`src/rtl/kf_seq_pkg.sv`:
```
// Shared constants for the multi-channel Kalman frame sequencer:
// stage indices/offsets, state-word field layout and reset pattern.
package kf_seq_pkg;

    typedef enum logic {
        S_IDLE,
        S_RUN
    } seq_state_t;

    localparam int NSTG    = 8;
    localparam int STG_PS  = 0;
    localparam int STG_PC  = 1;
    localparam int STG_Z   = 2;
    localparam int STG_KG  = 3;
    localparam int STG_Q   = 4;
    localparam int STG_R   = 5;
    localparam int STG_PST = 6;
    localparam int STG_POC = 7;

    localparam int OFF_PS   = 0;
    localparam int OFF_PC   = 0;
    localparam int OFF_Z    = 8;
    localparam int OFF_KG   = 10;
    localparam int OFF_Q    = 10;
    localparam int OFF_R    = 12;
    localparam int OFF_TAIL = 9;

    // Field index f occupies bits [f*N +: N] of the packed state word.
    localparam int NFLD    = 12;
    localparam int FLD_P11 = 0;
    localparam int FLD_P10 = 1;
    localparam int FLD_P01 = 2;
    localparam int FLD_P00 = 3;
    localparam int FLD_Q22 = 4;
    localparam int FLD_Q21 = 5;
    localparam int FLD_Q12 = 6;
    localparam int FLD_Q11 = 7;
    localparam int FLD_R22 = 8;
    localparam int FLD_R21 = 9;
    localparam int FLD_R12 = 10;
    localparam int FLD_R11 = 11;

    localparam logic [NFLD-1:0] ONE_MASK = 12'b1001_1001_1001;

    localparam int          DEF_FRAC = 8;
    localparam int unsigned ONE      = 32'd1 << DEF_FRAC;
    localparam int          MAX_W    = NFLD * 64;

    function automatic int stg_off(input int idx, input int fc);
        case (idx)
            STG_PS:  return OFF_PS;
            STG_PC:  return OFF_PC;
            STG_Z:   return OFF_Z;
            STG_KG:  return OFF_KG;
            STG_Q:   return OFF_Q;
            STG_R:   return OFF_R;
            default: return fc - OFF_TAIL;
        endcase
    endfunction

    function automatic logic [MAX_W-1:0] rst_pattern(input int n,
                                                     input int frac);
        logic [MAX_W-1:0] r;
        r = '0;
        for (int f = 0; f < NFLD; f++) begin
            if (ONE_MASK[f])
                r = r | (MAX_W'(1) << (f * n + frac));
        end
        return r;
    endfunction

endpackage

```
`src/rtl/kf_state_bank.sv`:
```
// Per-channel filter state registers: one write port, one clear port,
// combinational read. Clear has priority over a same-channel write.
module kf_state_bank
    import kf_seq_pkg::*;
#(
    parameter int N    = 16,
    parameter int FRAC = 8,
    parameter int NCH  = 4,
    parameter int CH_W = 2
) (
    input  logic              clk,
    input  logic              rst_n,
    input  logic              we,
    input  logic [CH_W-1:0]   wr_ch,
    input  logic [12*N-1:0]   wr_data,
    input  logic              clr,
    input  logic [CH_W-1:0]   clr_ch,
    input  logic [CH_W-1:0]   rd_ch,
    output logic [12*N-1:0]   rd_data
);

    localparam int W = 12 * N;
    localparam logic [W-1:0] RST = W'(rst_pattern(N, FRAC));

    logic [W-1:0] bank [NCH];

    always_ff @(posedge clk or negedge rst_n) begin
        if (!rst_n) begin
            for (int i = 0; i < NCH; i++)
                bank[i] <= RST;
        end else begin
            for (int i = 0; i < NCH; i++) begin
                if (clr && clr_ch == CH_W'(i))
                    bank[i] <= RST;
                else if (we && wr_ch == CH_W'(i))
                    bank[i] <= wr_data;
            end
        end
    end

    // Out-of-range channels read back the reset pattern.
    always_comb begin
        rd_data = RST;
        for (int i = 0; i < NCH; i++) begin
            if (rd_ch == CH_W'(i))
                rd_data = bank[i];
        end
    end

endmodule

```
`src/rtl/kf_frame_seq_mc.sv`:
```
// Multi-channel Kalman frame sequencer: stage pulses, commit, abort.
// Define KF_SEQ_BACK2BACK_EN to accept a new frame on the commit cycle.
module kf_frame_seq_mc
    import kf_seq_pkg::*;
#(
    parameter  int N            = 16,
    parameter  int FRAC         = 8,
    parameter  int NCH          = 4,
    parameter  int FRAME_CYCLES = 36,
    localparam int CH_W         = (NCH > 1) ? $clog2(NCH) : 1
) (
    input  logic              clk,
    input  logic              rst_n,
    input  logic              in_valid,
    output logic              in_ready,
    input  logic [CH_W-1:0]   in_ch,
    input  logic              ch_clr,
    input  logic [CH_W-1:0]   ch_clr_id,
    input  logic              abort,
    output logic [7:0]        stg_start,
    output logic [CH_W-1:0]   cur_ch,
    input  logic [12*N-1:0]   nxt_state,
    output logic [12*N-1:0]   prv_state,
    output logic              done,
    output logic [CH_W-1:0]   done_ch,
    output logic              busy
);

    localparam int CYC_W = 6;

`ifdef KF_SEQ_BACK2BACK_EN
    localparam bit B2B = 1'b1;
`else
    localparam bit B2B = 1'b0;
`endif

    seq_state_t       state;
    logic [CYC_W-1:0] cyc;
    logic             run;
    logic             last;
    logic             accept;
    logic             ch_ok;

    assign run    = (state == S_RUN);
    assign last   = run && (cyc == CYC_W'(FRAME_CYCLES - 1));
    assign done   = last && !abort;
    assign ch_ok  = (32'(cur_ch) < NCH);
    assign busy   = run;
    assign accept = in_valid && in_ready;

    assign in_ready = !run || (B2B && done);
    assign done_ch  = done ? cur_ch : '0;

    always_ff @(posedge clk or negedge rst_n) begin
        if (!rst_n) begin
            state  <= S_IDLE;
            cyc    <= '0;
            cur_ch <= '0;
        end else begin
            unique case (state)
                S_IDLE: begin
                    if (accept) begin
                        state  <= S_RUN;
                        cyc    <= '0;
                        cur_ch <= in_ch;
                    end
                end
                S_RUN: begin
                    if (abort) begin
                        state <= S_IDLE;
                        cyc   <= '0;
                    end else if (last) begin
                        cyc <= '0;
                        if (accept)
                            cur_ch <= in_ch;
                        else
                            state <= S_IDLE;
                    end else begin
                        cyc <= cyc + 1'b1;
                    end
                end
                default: state <= S_IDLE;
            endcase
        end
    end

    always_comb begin
        stg_start = '0;
        if (run) begin
            for (int i = 0; i < NSTG; i++)
                stg_start[i] = (cyc == CYC_W'(stg_off(i, FRAME_CYCLES)));
        end
    end

    kf_state_bank #(
        .N    (N),
        .FRAC (FRAC),
        .NCH  (NCH),
        .CH_W (CH_W)
    ) u_bank (
        .clk     (clk),
        .rst_n   (rst_n),
        .we      (done && ch_ok),
        .wr_ch   (cur_ch),
        .wr_data (nxt_state),
        .clr     (ch_clr),
        .clr_ch  (ch_clr_id),
        .rd_ch   (cur_ch),
        .rd_data (prv_state)
    );

endmodule

```
`config.mk`:
```
export PLATFORM = sky130hd
export DESIGN_NAME = kf_frame_seq_mc
export DESIGN_NICKNAME = d
export VERILOG_FILES = /design/src/rtl/kf_seq_pkg.sv /design/src/rtl/kf_state_bank.sv /design/src/rtl/kf_frame_seq_mc.sv
export SDC_FILE = /design/constraint.sdc
export NUM_CORES = 1
export LEC_CHECK = 0
export ABC_AREA = 1
export BUFFER_PORTS_ARGS = -buffer_cell sky130_fd_sc_hd__clkbuf_2
export CAP_MARGIN = 20
export CORE_UTILIZATION = 32
export CTS_CLUSTER_DIAMETER = 120
export DETAILED_ROUTE_END_ITERATION = 8
export HOLD_SLACK_MARGIN = 0.15
export PLACE_DENSITY = 0.53
export SYNTH_ARGS = -nofsm -noshare
export SYNTH_HDL_FRONTEND = slang
export SYNTH_SLANG_ARGS = --single-unit
```
`constraint.sdc`:
```
create_clock -name clk -period 2 [get_ports clk]
set_input_delay 0.4 -clock clk [delete_from_list [all_inputs] [get_ports clk]]
set_output_delay 0.4 -clock clk [all_outputs]
set_load 0.01 [all_outputs]
```
# [Word-level counts from Yosys, hierarchy flattened]
# Cells that the tools add are included.
[op_classes] add_sub_neg=1 eq_ne=15 mux=31 n_bitwise=1 n_reduce_logical=20
[op_table] operator="2-to-1 mux 192 bit" n=12
[op_table] operator="2-to-1 mux 6 bit" n=8
[op_table] operator="equality test 6 bit" n=5
[op_table] operator="one-hot mux 6 bit (2 select lines)" n=1
[op_table] operator="logical AND 1 bit" n=11
[op_table] operator="equality test 2 bit, second input constant" n=4
[op_table] operator="2-to-1 mux 2 bit" n=4
[op_table] operator="2-to-1 mux 8 bit" n=1
[op_table] operator="nonzero test 2 bit" n=4
[op_table] operator="adder 6 x 1 -> 6 bit, second input constant" n=1
[op_table] operator="equality test 6 bit, second input constant" n=1
[op_table] operator="equality test 2 x 1 -> 1 bit, second input constant" n=2
[op_table] operator="zero test 2 bit" n=2
[op_table] operator="!= test 2 bit, second input constant" n=2
[op_table] operator="one-hot mux 2 bit (2 select lines)" n=1
[op_table] operator="2-to-1 mux 1 bit" n=3
[op_table] operator="zero test 1 bit" n=2
[op_table] operator="!= test 2 x 1 -> 1 bit, second input constant" n=1
[op_table] operator="one-hot mux 1 bit (2 select lines)" n=1
[op_table] operator="AND reduction 2 bit" n=1
[op_table] operator="inverter 1 bit" n=1
[word_totals] ff_bits=777 inputBits=201 elab_cells=75

# [Logic depth before layout (Yosys ltp)]
[logic_depth] word_depth=6 mapped_depth=9

# [Cells and area by module]
# A second synthesis with hierarchy kept.
[unflattened] cells_unflattened=4580 area_unflattened_um2=36382.4
[by_module_without_submodules] module="kf_state_bank" instances=1 cells_per_inst=4496 area_per_inst_um2=35766.8
[by_module_without_submodules] module="kf_frame_seq_mc" instances=1 cells_per_inst=84 area_per_inst_um2=615.6

# [Worst setup path before layout]
# OpenSTA, ideal clock, no wires.
[synth_timing] path_type="reg-to-output" startpoint="register cur_ch[1]" endpoint="output prv_state[104]" arrival_ns=1.504 required_ns=1.600 path_slack_ns=0.096 path_stages_with_launch=8 path_buffers=3 path_cell_list="dfrtp_1 -> buf_4 -> inv_1 -> nor2_1 -> clkbuf_1 -> clkbuf_1 -> nand2_1 -> nand4_1"
[synth_between] elab_chain_len=5
[synth_lines] element="start: declaration" line="kf_frame_seq_mc.sv:21" text="output logic [CH_W-1:0] cur_ch,"
[synth_lines] element="start signal: assignment" line="kf_frame_seq_mc.sv:65" text="cur_ch <= in_ch;"
[synth_lines] element="start signal: assignment" line="kf_frame_seq_mc.sv:75" text="cur_ch <= in_ch;"
[synth_lines] element="zero test 2 bit" line="kf_state_bank.sv:45" text="if (rd_ch == CH_W'(i))"
[synth_lines] element="2-to-1 mux 192 bit (3 in series)" line="kf_state_bank.sv:45"
[synth_lines] element="2-to-1 mux 192 bit (*)" line="kf_state_bank.sv:45"
[synth_lines] element="end: declaration" line="kf_frame_seq_mc.sv:23" text="output logic [12*N-1:0] prv_state,"
# Mark *: on every way between the ends. The rest lies on a longest branch, timed or not.

# [Final worst setup path]
[layout_timing] startpoint="register cur_ch[1]" endpoint="output prv_state[152]"
# The elaborated chain is that of the path after synthesis.

==> results.py <==
metrics = {
    "timing": {
        "period_minus_slack_ps": 2714,
        "setup_viol": 488,
        "finalSetupTns_ps": -133380,
        "rsz0062_at_grt": "yes",
        "hold_ws_ps": 252.2,
        "drv_slew": 0,
        "slew_headroom_pct": 56.42,
        "finClkSkew_ps": 28.79,
        "max_clock_freq_ghz": 0.3684,
        "post-route-period-util_pct": 135.7,
        "hold_viol_final": 0,
        "tightest_slew_ps": 653.6,
        "fin_ws_ps": -714.5,
    },
    "grt": {
        "track_usage_pct": 22.92,
        "grt_pass1_wl_mm": 220.9,
        "grt.overflow.total": 0,
        "grt_max_degree": 104,
        "antenna_found_initial": 8,
        "grt_pass1_vias": 36584,
    },
    "finish": {
        "finish.utilization_pct": 42.45,
        "layout-drive-gt1-share_pct": 19.28,
        "area_growth_pct": 31.53,
        "fin_nets": 5423,
        "stdcell_area_mm2": 0.05006,
        "fin_cells": 6834,
    },
    "logic_synthesis": {
        "ys_seq_area_share_pct": 51.17,
        "async_flop_share_pct": 100.0,
        "synth_area_leaders": "dfrtp_1 50%, nand2_1 16%, nand4_1 15%",
        "synth_flop_cell": "dfrtp_1",
        "synth_most_common_cell": "nand2_1",
        "synth_edf_count": 0,
        "syn_inst": 4659,
        "synth_top_area_share_pct": 49.51,
        "syn_area_mm2": 0.03806,
        "ys_seq_elements": 777,
        "ys_warn_count": 0,
        "netlist_top_cells_count": "1587 x nand2_1, 932 x nand4_1, 778 x nand3_1",
        "yosys.area.top_type": "dfrtp_1",
        "synth_nets": 4863,
        "avgSynthCellArea_um2": 8.169,
        "synth_cell_type_count": 26,
    },
    "power_and_ir_drop": {
        "p_switching_mw": 11.80,
        "seq_power_share_pct": 38.6,
        "p_clk_share_pct": 44.0,
        "intPower_mw": 29.61,
        "p_comb_share_pct": 17.5,
        "leakage_nw": 25.82,
        "vdd_drop_max_v": 0.0006205,
        "swShare_pct": 28.50,
        "p_per_area_mw_per_mm2": 827.1,
        "power_mw": 41.40,
    },
    "outcome": {
        "status": "finished, violations left",
        "violations": "setup timing",
    },
    "place": {
        "hpwl_mm": 87.30,
        "place.port_buffers": 407,
        "pre_cts_slack_ps": -194.3,
        "dpl-instance-area_mm2": 0.04368,
        "place_congestion": 0.8285,
        "placed_cells": 6417,
    },
    "run": {
        "drv.max_cap_violation_count": 0,
    },
    "clock_network": {
        "cts_root_buffer": "clkbuf_16",
        "htree_levels": 3,
        "cts_tree": "yes",
        "cts_buffers": 96,
        "cts.sinks": 777,
        "clkTransAtPathRegs_ps": 60,
        "cts_buffer_depth": 3,
        "insertion_delay_ps": 670,
    },
    "worst_setup_path": {
        "regToRegEndpoint": "u_bank.bank[493]",
        "rrSetupSlack_ps": -100,
        "path_cells": "inv_2 -> nor2_4 -> buf_6 -> buf_16 -> buf_16 -> nand2_1 -> nand4_1 -> buf_2",
        "worst_ep_arrival_time_ps": 2310,
        "path_max_fanout": 26,
        "critPathCaptureType": "output port",
        "r2r-start": "cur_ch[0]",
        "startpoint_type": "flop",
        "cp.required_ps": 1600,
        "cp_slowest_cell": "dfrtp_2",
        "crit_type": "reg -> out",
        "path_common_cell": "buf_16",
        "r2r_cells": 9,
        "slowest_delay_ps": 470,
    },
    "floorplan": {
        "core_area_mm2": 0.1179,
        "placementRows": 126,
        "die_x_um": 346.9,
        "start_util_pct": 32.27,
        "io_pins": 408,
        "die_h_um": 346.9,
        "die_area_mm2": 0.1203,
    },
    "routing": {
        "routed_wl_mm": 142.2,
        "wl_per_cell_um": 20.80,
        "drtIter0Drc": 3626,
        "drt-pass1-iter-count": 5,
        "drt-vias-per-instance": 5.587,
        "antenna_left": 0,
        "drc": 0,
        "route.vias.total": 38183,
    },
    "worst_hold_path": {
        "min_path_type": "in -> async",
    },
}
-- worst max-delay path, delay by kind of cell, from the launching register on --
kind,cells,cell delay (ps)
buffers and inverters,5,780
DFF,1,470
and+or+nand+nor,3,340
-- area by class of cell --
cell class	count	area, um2
diodes	3	7.507
clock inverters	47	539.3
multi-input cells	3350	16290
inverters	27	116.4
clock buffers	127	2730
repair buffers	967	8975
well taps	1536	1922
flip-flops and latches	777	19480
fillers	11786	67860
-- state kept, by name, summed over array words and instances (netlist names) --
signal / cells
cur_ch: 2
busy: 1
cyc: 6
u_bank.bank: 768
-- cells by family after synthesis --
| family | count (synthesis) | synth area share, % |
|---|---|---|
| AO/OA/AOI/OAI | 23 | 0.3419 |
| XOR/XNOR | 3 | 0.06905 |
| adder cells (fa/ha/maj) | 3 | 0.09864 |
| buffers and inverters | 532 | 6.762 |
| flip-flops | 777 | 51.17 |
| AND/OR/NAND/NOR | 3321 | 41.56 |
-- per-layer routing --
metal	track usage [%]	routed length [um]
met4	6.303	3338
met5	0	48
met3	3.739	9396
met2	36.04	65760
met1	32.43	63640
-- worst max-delay path by stage --
stage / startpoint / to / slack (ps)
after floorplan: cur_ch[1] / prv_state[104] / 100
after global placement: cur_ch[1] / prv_state[189] / -140
after detailed placement: cur_ch[1] / prv_state[189] / -190
after CTS: cur_ch[1] / prv_state[145] / -740
after global routing: cur_ch[1] / prv_state[10] / -810
final: cur_ch[1] / prv_state[152] / -710
-- power by group through the flow --
stage	Clock (mW)	Combinational (mW)	Sequential (mW)
after global placement	0	5.89	16.2
after CTS	18.6	6.84	16.0
final	18.2	7.23	16.0
after detailed placement	0	5.89	16.2
after global routing	19.2	7.68	16.0
after floorplan	0	2.29	16.2
-- cells in the final DEF, fill, tap and decap left out, drive strengths merged, types with 10 or more instances in the layout --
| cell type | count |
|---|---|
| nand2 | 1587 |
| nand4 | 932 |
| nand3 | 779 |
| dfrtp | 753 |
| clkbuf | 474 |
| buf | 419 |
| dlygate4sd3 | 198 |
| inv | 30 |
| clkinv | 28 |
| dfstp | 24 |
| nor2 | 20 |
| o21ai | 14 |
| bufinv | 10 |
-- timing repair --
item	4_1_cts	5_1_grt
resized for setup	66	140
setup buffers	12	18
gates cloned	8	6
pin swaps	21	18
endpoints found under the setup margin	298	888
hold endpoints to repair	1237	0
hold buffers	198	0
Note: power is estimated with default switching activity, not from simulation.
